## config.mk

```make
export PLATFORM = sky130hd
export DESIGN_NAME = eeg_wram_mst
export DESIGN_NICKNAME = d
export VERILOG_FILES = /design/src/rtl/eeg_wram_mst_pkg.sv /design/src/rtl/eeg_wram_mst_fifo.sv /design/src/rtl/eeg_wram_mst.sv
export SDC_FILE = /design/constraint.sdc
export NUM_CORES = 1
export LEC_CHECK = 0
export ABC_AREA = 1
export ABC_CLOCK_PERIOD_IN_PS = 1870
export CAP_MARGIN = 10
export CORE_ASPECT_RATIO = 2
export CORE_MARGIN = 5
export CORE_UTILIZATION = 42
export DETAILED_ROUTE_END_ITERATION = 10
export MAX_ROUTING_LAYER = met4
export PLACE_DENSITY = 0.66
export SYNTH_ARGS = -nofsm -noshare
export SYNTH_HDL_FRONTEND = slang
export SYNTH_SLANG_ARGS = --single-unit
export TNS_END_PERCENT = 5
```

## constraint.sdc

```tcl
create_clock -name clk -period 1.87 [get_ports clk]
set_clock_uncertainty 0.05 [all_clocks]
set_input_delay 0.374 -clock clk [delete_from_list [all_inputs] [get_ports clk]]
set_output_delay 0.374 -clock clk [all_outputs]
set_load 0.1 [all_outputs]
```

## src/rtl/eeg_wram_mst_pkg.sv

```systemverilog
// rtl/eeg_wram_mst_pkg.sv - shared state encoding and command mode constants for eeg_wram_mst
package eeg_wram_mst_pkg;

    // One-hot transfer state
    typedef enum logic [2:0] {
        ST_IDLE = 3'b001,
        ST_WR   = 3'b010,
        ST_RD   = 3'b100
    } state_e;

    localparam logic MODE_WR = 1'b0;
    localparam logic MODE_RD = 1'b1;

endpackage

```

## src/rtl/eeg_wram_mst_fifo.sv

```systemverilog
// rtl/eeg_wram_mst_fifo.sv - synchronous read-return FIFO with registered head
//
// Ports:
//   clk, rst        clock, synchronous active-high reset (flushes pointers and count)
//   push_i, din_i   write side; a push while full is dropped
//   pop_i, dout_o   read side; dout_o is the registered head entry
//   full_o, empty_o status flags
//   count_o         current occupancy, 0..DEPTH
module eeg_wram_mst_fifo #(
    parameter int DEPTH = 4,
    parameter int DW    = 8,
    localparam int AW   = $clog2(DEPTH),
    localparam int CW   = AW + 1
) (
    input  logic          clk,
    input  logic          rst,
    input  logic          push_i,
    input  logic [DW-1:0] din_i,
    input  logic          pop_i,
    output logic [DW-1:0] dout_o,
    output logic          full_o,
    output logic          empty_o,
    output logic [CW-1:0] count_o
);

    logic [DW-1:0] mem_q [DEPTH];
    logic [AW-1:0] wr_ptr_q;
    logic [AW-1:0] rd_ptr_q;
    logic [CW-1:0] cnt_q;
    logic          push_ok;
    logic          pop_ok;

    assign full_o  = (cnt_q == CW'(DEPTH));
    assign empty_o = (cnt_q == '0);
    assign count_o = cnt_q;
    assign dout_o  = mem_q[rd_ptr_q];

    assign push_ok = push_i & ~full_o;
    assign pop_ok  = pop_i & ~empty_o;

    // Storage needs no reset; only pointers and count define validity.
    always_ff @(posedge clk) begin
        if (push_ok) begin
            mem_q[wr_ptr_q] <= din_i;
        end
    end

    always_ff @(posedge clk) begin
        if (rst) begin
            wr_ptr_q <= '0;
            rd_ptr_q <= '0;
            cnt_q    <= '0;
        end else begin
            if (push_ok) begin
                wr_ptr_q <= wr_ptr_q + 1'b1;
            end
            if (pop_ok) begin
                rd_ptr_q <= rd_ptr_q + 1'b1;
            end
            case ({push_ok, pop_ok})
                2'b10:   cnt_q <= cnt_q + 1'b1;
                2'b01:   cnt_q <= cnt_q - 1'b1;
                default: cnt_q <= cnt_q;
            endcase
        end
    end

endmodule

```

## src/rtl/eeg_wram_mst.sv

```systemverilog
// rtl/eeg_wram_mst.sv - engine-side access master for one WRAM bank (block write / block read)
//
// Ports:
//   clk, rst                 clock, synchronous active-high reset
//   is_idle_o                FSM is in IDLE
//   cmd_*                    block command (mode, base address, beats minus one)
//   src_dat_*                write source stream, passed straight to the bank in WR
//   etow_dat_*               addressed write beats to the bank
//   etow_add_*               addressed read requests to the bank
//   wtoe_dat_*               read data returned by the bank (never back-pressured)
//   snk_dat_*                read data sink stream, fed from the return FIFO
//   err_o                    sticky protocol error on the return path
module eeg_wram_mst
    import eeg_wram_mst_pkg::*;
#(
    parameter int ADD_AW     = 13,
    parameter int DAT_DW     = 8,
    parameter int LEN_DW     = 13,
    parameter int FIFO_DEPTH = 4
) (
    input  logic              clk,
    input  logic              rst,
    output logic              is_idle_o,
    input  logic              cmd_vld_i,
    output logic              cmd_rdy_o,
    input  logic              cmd_mode_i,
    input  logic [ADD_AW-1:0] cmd_base_i,
    input  logic [LEN_DW-1:0] cmd_len_i,
    input  logic              src_dat_vld_i,
    output logic              src_dat_rdy_o,
    input  logic [DAT_DW-1:0] src_dat_dat_i,
    output logic              etow_dat_vld_o,
    output logic              etow_dat_lst_o,
    input  logic              etow_dat_rdy_i,
    output logic [ADD_AW-1:0] etow_dat_add_o,
    output logic [DAT_DW-1:0] etow_dat_dat_o,
    output logic              etow_add_vld_o,
    output logic              etow_add_lst_o,
    input  logic              etow_add_rdy_i,
    output logic [ADD_AW-1:0] etow_add_add_o,
    input  logic              wtoe_dat_vld_i,
    input  logic              wtoe_dat_lst_i,
    output logic              wtoe_dat_rdy_o,
    input  logic [DAT_DW-1:0] wtoe_dat_dat_i,
    output logic              snk_dat_vld_o,
    output logic              snk_dat_lst_o,
    input  logic              snk_dat_rdy_i,
    output logic [DAT_DW-1:0] snk_dat_dat_o,
    output logic              err_o
);

    localparam int CW = $clog2(FIFO_DEPTH) + 1;

    state_e            state_q;
    logic [ADD_AW-1:0] addr_q;       // next address to issue (write or read)
    logic [LEN_DW-1:0] beat_q;       // address-side beats remaining minus one
    logic              addr_done_q;  // RD: final read address already issued
    logic [LEN_DW-1:0] ret_q;        // RD: bank returns remaining minus one
    logic [LEN_DW-1:0] snk_q;        // RD: sink beats remaining minus one
    logic [CW-1:0]     outst_q;      // reads issued but not yet returned
    logic [CW-1:0]     outst_d;
    logic              err_q;

    logic              in_wr;
    logic              in_rd;
    logic              cmd_acc;
    logic              wr_acc;
    logic              add_vld;
    logic              add_acc;
    logic              outst_dec;
    logic              err_set;
    logic              snk_vld;
    logic              snk_pop;
    logic [CW:0]       used;

    logic              fifo_clr;
    logic              fifo_push;
    logic [DAT_DW-1:0] fifo_head;
    logic              fifo_full;
    logic              fifo_empty;
    logic [CW-1:0]     fifo_cnt;

    assign in_wr   = (state_q == ST_WR);
    assign in_rd   = (state_q == ST_RD);
    assign cmd_acc = (state_q == ST_IDLE) & cmd_vld_i;
    assign wr_acc  = in_wr & src_dat_vld_i & etow_dat_rdy_i;

    // Credit: never have more reads in flight plus buffered than the FIFO can hold,
    // so the never-back-pressured return path cannot overflow.
    assign used    = {1'b0, outst_q} + {1'b0, fifo_cnt};
    assign add_vld = in_rd & ~addr_done_q & (used < (CW + 1)'(FIFO_DEPTH));
    assign add_acc = add_vld & etow_add_rdy_i;

    // A stray return with nothing outstanding must not wrap the counter.
    assign outst_dec = wtoe_dat_vld_i & (outst_q != '0);

    always_comb begin
        outst_d = outst_q;
        case ({add_acc, outst_dec})
            2'b10:   outst_d = outst_q + 1'b1;
            2'b01:   outst_d = outst_q - 1'b1;
            default: outst_d = outst_q;
        endcase
    end

    assign err_set = wtoe_dat_vld_i &
                     ((outst_q == '0) | (wtoe_dat_lst_i != (ret_q == '0)));

    assign snk_vld = in_rd & ~fifo_empty;
    assign snk_pop = snk_vld & snk_dat_rdy_i;

    // Flushing on accept keeps stray returns seen in IDLE out of the next read.
    assign fifo_clr  = rst | cmd_acc;
    assign fifo_push = wtoe_dat_vld_i & ~fifo_full;

    eeg_wram_mst_fifo #(
        .DEPTH (FIFO_DEPTH),
        .DW    (DAT_DW)
    ) u_fifo (
        .clk     (clk),
        .rst     (fifo_clr),
        .push_i  (fifo_push),
        .din_i   (wtoe_dat_dat_i),
        .pop_i   (snk_pop),
        .dout_o  (fifo_head),
        .full_o  (fifo_full),
        .empty_o (fifo_empty),
        .count_o (fifo_cnt)
    );

    always_ff @(posedge clk) begin
        if (rst) begin
            state_q     <= ST_IDLE;
            addr_q      <= '0;
            beat_q      <= '0;
            addr_done_q <= 1'b0;
            ret_q       <= '0;
            snk_q       <= '0;
            outst_q     <= '0;
            err_q       <= 1'b0;
        end else begin
            outst_q <= outst_d;
            err_q   <= cmd_acc ? err_set : (err_q | err_set);
            case (state_q)
                ST_IDLE: begin
                    if (cmd_vld_i) begin
                        addr_q      <= cmd_base_i;
                        beat_q      <= cmd_len_i;
                        ret_q       <= cmd_len_i;
                        snk_q       <= cmd_len_i;
                        addr_done_q <= 1'b0;
                        state_q     <= (cmd_mode_i == MODE_RD) ? ST_RD : ST_WR;
                    end
                end
                ST_WR: begin
                    if (wr_acc) begin
                        addr_q <= addr_q + 1'b1;
                        beat_q <= beat_q - 1'b1;
                        if (beat_q == '0) begin
                            state_q <= ST_IDLE;
                        end
                    end
                end
                ST_RD: begin
                    if (add_acc) begin
                        addr_q <= addr_q + 1'b1;
                        if (beat_q == '0) begin
                            addr_done_q <= 1'b1;
                        end else begin
                            beat_q <= beat_q - 1'b1;
                        end
                    end
                    if (wtoe_dat_vld_i && (ret_q != '0)) begin
                        ret_q <= ret_q - 1'b1;
                    end
                    if (snk_pop) begin
                        if (snk_q == '0) begin
                            state_q <= ST_IDLE;
                        end else begin
                            snk_q <= snk_q - 1'b1;
                        end
                    end
                end
                default: state_q <= ST_IDLE;
            endcase
        end
    end

    assign is_idle_o      = (state_q == ST_IDLE);
    assign cmd_rdy_o      = is_idle_o;
    assign wtoe_dat_rdy_o = 1'b1;

    assign src_dat_rdy_o  = in_wr & etow_dat_rdy_i;
    assign etow_dat_vld_o = in_wr & src_dat_vld_i;
    assign etow_dat_lst_o = in_wr & (beat_q == '0);
    assign etow_dat_add_o = in_wr ? addr_q : '0;
    assign etow_dat_dat_o = in_wr ? src_dat_dat_i : '0;

    assign etow_add_vld_o = add_vld;
    assign etow_add_lst_o = in_rd & ~addr_done_q & (beat_q == '0);
    assign etow_add_add_o = in_rd ? addr_q : '0;

    assign snk_dat_vld_o  = snk_vld;
    assign snk_dat_lst_o  = snk_vld & (snk_q == '0);
    assign snk_dat_dat_o  = snk_vld ? fifo_head : '0;

    assign err_o          = err_q;

endmodule

```

======== Word-level counts from Yosys, hierarchy flattened ========
Memory sizes are Yosys's and may differ from the RTL's. A register that Yosys moved wholly into a read port is not among the register bits.
Cells that the tools add are included.
word-level totals
  output and inout port bits .............. 53
  flip-flop bits (word level) ............. 67
  memories ................................ 1
  input bits .............................. 52
  memory bits (writable) .................. 32
memory list
  name          depth  width  rd ports  clocked after Yosys merged registers in  write ports  RTL line                 RTL
  u_fifo.mem_q  4      8      1         1                                        1            eeg_wram_mst_fifo.sv:26  logic [DW-1:0] mem_q [DEPTH];
operators by class
  reductions and logical operators ........ 18
  multiplexer cells ....................... 36
  order comparisons ....................... 1
  add/sub/neg operators ................... 11
  equality and inequality tests ........... 19
  bitwise gates (word level) .............. 23
operators by type and width
  kind                                                                   count
  13-bit two-way mux                                                     12
  13-bit one-hot mux with 3 select lines                                 2
  13-bit one-hot mux with 2 select lines                                 2
  13-bit zero test                                                       3
  13-bit by 1-bit subtractor with 13-bit output (second input constant)  3
  3-bit two-way mux                                                      6
  1-bit AND                                                              17
  8-bit two-way mux                                                      2
  2-bit by 1-bit != test with 1-bit output (second input constant)       7
  13-bit by 1-bit adder with 13-bit output (second input constant)       1
  13-bit nonzero test                                                    1
  3-bit one-hot mux with 2 select lines                                  2
  4-bit AND reduction                                                    3
  5-bit AND reduction                                                    2
  3-bit one-hot mux with 3 select lines                                  1
  3-bit by 1-bit adder with 3-bit output (second input constant)         2
  3-bit equality test (second input constant)                            2
  3-bit zero test                                                        2
  1-bit two-way mux                                                      6
  2-bit != test (second input constant)                                  3
  2-bit nonzero test                                                     3
  3-bit nonzero test                                                     2
  3-bit by 1-bit subtractor with 3-bit output (second input constant)    2
  2-bit by 1-bit adder with 2-bit output (second input constant)         2
  other kinds (13)                                                       20

======== Longest topological paths before layout ========
  depth in word-level cells ............... 7
  gate-level depth with buffers ........... 13

======== By module ========
Synthesis repeated with hierarchy kept, for this count alone.
unflattened totals
  cell total of the unflattened synthesis .. 958
  area, all modules ....................... 6279.8 µm²
by module, submodules not included
  module             area an instance (µm²)  times used  seq. area each (µm²)  cells each
  eeg_wram_mst       4588.2                  1           1201.2                812
  eeg_wram_mst_fifo  1691.6                  1           1141.1                146

======== Worst setup path after synthesis ========
OpenSTA, ideal clock, no wires.
  kind .................................... reg2out
  start point ............................. register state_q[1]
  end point ............................... output snk_dat_lst_o
  arrival ................................. 3.790 ns
  stages on the path, launching flop included .. 7
  buffers on the path ..................... 1
  required time ........................... 1.446 ns
  slack ................................... -2.344 ns
  path through ............................ dfxtp_1 nor2_2 nand2_4 clkinv_2 nand2_1 clkbuf_1 nor4_1
on the way
  cells in the longest elaborated chain, start to end .. 3
RTL lines
  element                 RTL line             RTL
  from (decl)             eeg_wram_mst.sv:54   state_e state_q;
  from (signal assigned)  eeg_wram_mst.sv:152  state_q <= (cmd_mode_i == MODE_RD) ? ST_RD : ST_WR;
  3-bit equality test     eeg_wram_mst.sv:84   assign in_rd = (state_q == ST_RD);
  1-bit AND               eeg_wram_mst.sv:109  assign snk_vld = in_rd & ~fifo_empty;
  1-bit AND               eeg_wram_mst.sv:204  assign snk_dat_lst_o = snk_vld & (snk_q == '0);
  to (decl)               eeg_wram_mst.sv:46   output logic snk_dat_lst_o,
No other way between the ends.

======== Final worst setup path ========
  start point ............................. register outst_q[1]
  end point ............................... output etow_add_vld_o
on the way
  cells in the longest elaborated chain, start to end .. 3
RTL lines
  element                                        RTL line             RTL
  from (decl)                                    eeg_wram_mst.sv:60   logic [CW-1:0] outst_q;
  from (signal assigned)                         eeg_wram_mst.sv:142  outst_q <= outst_d;
  3-bit by 3-bit adder with 4-bit output         eeg_wram_mst.sv:90   assign used = {1'b0, outst_q} + {1'b0, fifo_cnt};
  4-bit by 3-bit < comparator with 1-bit output  eeg_wram_mst.sv:91   assign add_vld = in_rd & ~addr_done_q & (used < (CW + 1)'(FIFO_DEPTH));
  1-bit AND                                      eeg_wram_mst.sv:91
  to (decl)                                      eeg_wram_mst.sv:37   output logic etow_add_vld_o,
No other way between the ends.

==> run_results.csv <==
group,metric,value,unit
run_status,status,"finished, violations left",
run_status,violations,"negative setup slack",
floorplan,ios,105,
yosys,synth_edf_count,32,
routing,final_antenna_net_count,0,
final_layout,final_util,63.6,%
floorplan,die-area,17500,sq um
timing,finalHoldViolations,0,
global_route,grt-ovfl-total,0,
cts,h-tree-depth,3,
cts,numCtsBuffers,9,
yosys,synth-seq-cells,101,
final_layout,nets,1184,
final_layout,area_growth,50.0,%
cts,clock_latency,0.35,ns
critical_path,worstSetupStartpointType,"flip-flop",
cts,cts-root-buf,"clkbuf_16",
placed_design,hpwl,12.9,mm
timing,final.min_clock_period,2.13,ns
routing,vias,6484,
yosys,yosysSeqAreaShare,37.6,%
final_layout,drive_gt1_share,23.0,%
timing,rsz0062_at_grt,"yes",
global_route,grt_pass1_wl,28.0,mm
yosys,ys.flop_type,"dfxtp_1",
critical_path,crit_arrival,1.71,ns
final_layout,num_antenna_cells,0,
timing,worst_slack,-0.265,ns
timing,setup_viol,40,
hold_path,hp-class,"flip-flop to flip-flop",
routing,finalWirelength,17.4,mm
critical_path,required,1.45,ns
critical_path,slowest_delay,0.34,ns
placed_design,port_buffers,103,
cts,clock_sinks,101,
floorplan,fp.coreArea,14700,sq um
yosys,ys_types,38,
floorplan,die-height,182,microns
floorplan,std_cell_rows,63,
timing,timing.fmax,468,MHz
critical_path,worstSetupPathType,"flip-flop to output port",
timing,holdWs,0.418,ns
timing,drv_slew,0,
global_route,track_usage,20.5,%
floorplan,die_x,96.1,microns
yosys,ys.warnings.count,0,
routing,vias_per_cell,4.93,
pwr,finalPower,11.9,mW
critical_path,crit_family,"simple AND/OR/NAND/NOR gates",
critical_path,worstPathMaxFanout,2,
cts,cts_tree,"done",
pwr,p_per_area,1270,nW/um^2
critical_path,slowest_stage,"dfxtp_2",
critical_path,critical_path_buf_inv_count,2,
routing,firstDrtPassIters,5,
critical_path,crit_chain,"ha_4 > nand2_1 > nor2_2 > buf_4 > nor4_4 > buf_12",
pwr,peakVddDrop,0.000791,V
cts,cts_max_path_buffers,2,
global_route,antenna_found_initial,0,
routing,drtIter0Drc,302,
routing,drt-wirelength-per-cell,13.3,microns
yosys,syn_area_per_cell,6.49,sq um
critical_path,crit_path_end_kind,"output port",
yosys,syn-instance-count,959,
yosys,synth_nets,1028,
job,max_cap_viol_count,0,
pwr,leakagePower,4.06,nW
routing,drc,0,
yosys,async_flop_share,0,%
cts,hold_buffers,0,
timing,min_period_over_period,114,%
global_route,grt_max_degree,27,
final_layout,num-fill-cells,1291,
floorplan,floorplan.initialDensity,42.4,%
placed_design,place_ws,-0.443,ns
cts,path_clk_slew,0.08,ns
yosys,syn_area,6220,sq um
placed_design,gp_congestion,0.879,
global_route,first_global_vias,6050,
## sequential cells by signal (all words and copies together), names as in the netlist, 3 cells and up, named ones only
name,count
addr_q,13
beat_q,13
outst_q,3
ret_q,13
snk_q,13
state_q,3
u_fifo.count_o,3
u_fifo.mem_q,32
## what timing repair did
action	4_1_cts	5_1_grt
setup endpoints to repair	61	93
resized for setup	38	50
pin swaps	9	11
buffers inserted	5	2
gates cloned	1	0
## cells by family (layout without fill, tap and decap cells)
| logic type | count (synthesis) | in the layout | share of synthesized area (%) |
|---|---|---|---|
| compound gates | 116 | 116 | 9.53 |
| flops | 101 | 101 | 37.6 |
| other cells | 1 | 1 | 0.0603 |
| buf+inv | 146 | 307 | 9.55 |
| fa+ha+maj | 17 | 17 | 3.66 |
| simple gates | 565 | 565 | 37.7 |
| xor+xnor | 13 | 13 | 1.83 |
## worst register-to-register path: cells and delay by family, from the launching register on
kind	cells	cell delay [ns]
AOI/OAI and AO/OA	4	0.40
buffers and inverters	2	0.16
and+or+nand+nor	4	0.19
adders and majority gates	3	0.78
DFF	1	0.37
## final timing paths
kind,startpoint,endpoint,slack [ns],depth (start not counted)
max,outst_q[1],etow_add_vld_o,-0.26,6
min,u_fifo.rd_ptr_q[1],u_fifo.rd_ptr_q[1],0.42,2
max reg2reg,u_fifo.count_o[2],outst_q[2],-0.19,13
min reg2reg,u_fifo.rd_ptr_q[1],u_fifo.rd_ptr_q[1],0.42,2
## stage by stage
stage	cells	TNS (ns)	area [sq um]
finish	1315	-5.96	9330
global route	1315	-10.67	9330
CTS	1313	-5.89	9140
detailed placement	1291	-7.62	8650
global placement	1291	-5.49	8650
floorplan	959	-12.62	6530
## per-layer routing
layer  vias up  part of all wire [%]  global-route usage (%)  wire [microns]
met1      2961                    42                    24.8            7290
met3        25                   4.2                    2.52             724
met2       167                    52                    34.8            9120
met4         0                   1.7                    6.44             293
met5         -                     0                       -               0
li1       3331                     -                       -               -
## cells in the final DEF, fill, tap and decap left out, types with 10 or more instances in the layout
cell / instances
dfxtp_1: 60
nor2_1: 182
buf_12: 57
nand3_1: 56
edfxtp_1: 32
nand4_1: 12
a21oi_1: 37
nor2_2: 25
inv_2: 10
nand2_2: 11
clkdlybuf4s50_1: 51
ha_1: 10
inv_1: 101
nand2_1: 234
xor2_1: 11
nor2_4: 25
o21ai_0: 53
buf_4: 60
## final cells by class
cell class                 instances  area [sq um]  share of cell area [%]
clock buffer                       9           225                    2.41
clock inverter                     7          73.8                   0.791
inverter                         115           447                    4.79
multi-input combinational        712          3780                    40.5
sequential                       101          2360                    25.2
tap                              195           244                    2.61
timing repair buffer             176          2210                    23.7
## cell usage after synthesis, types with 4 or more instances
| cell | instances | area [sq um] |
|---|---|---|
| ha_1 | 15 | 188 |
| edfxtp_1 | 32 | 961 |
| xor2_1 | 11 | 96.3 |
| nand2_4 | 4 | 45.0 |
| clkbuf_1 | 12 | 45.0 |
| nor3_1 | 6 | 30.0 |
| o21ai_0 | 59 | 295 |
| inv_1 | 108 | 405 |
| inv_2 | 5 | 18.8 |
| buf_4 | 4 | 30.0 |
| nor2_1 | 228 | 856 |
| buf_2 | 12 | 60.1 |
| nand3_1 | 56 | 280 |
| a21oi_1 | 49 | 245 |
| dfxtp_1 | 69 | 1380 |
| nand2_2 | 5 | 31.3 |
| nand2_1 | 241 | 905 |
| nand4_1 | 12 | 75.1 |
## power breakdown
group / switching (mW) / total [mW] / internal [mW] / leakage [nW]
logic: 4.17 / 6.60 / 2.44 / 3.05
clock network: 0.952 / 1.91 / 0.961 / 0.148
registers: 0.516 / 3.37 / 2.86 / 0.867
total: 5.64 / 11.9 / 6.25 / 4.06
No activity file was read; power rests on OpenSTA's default activity.
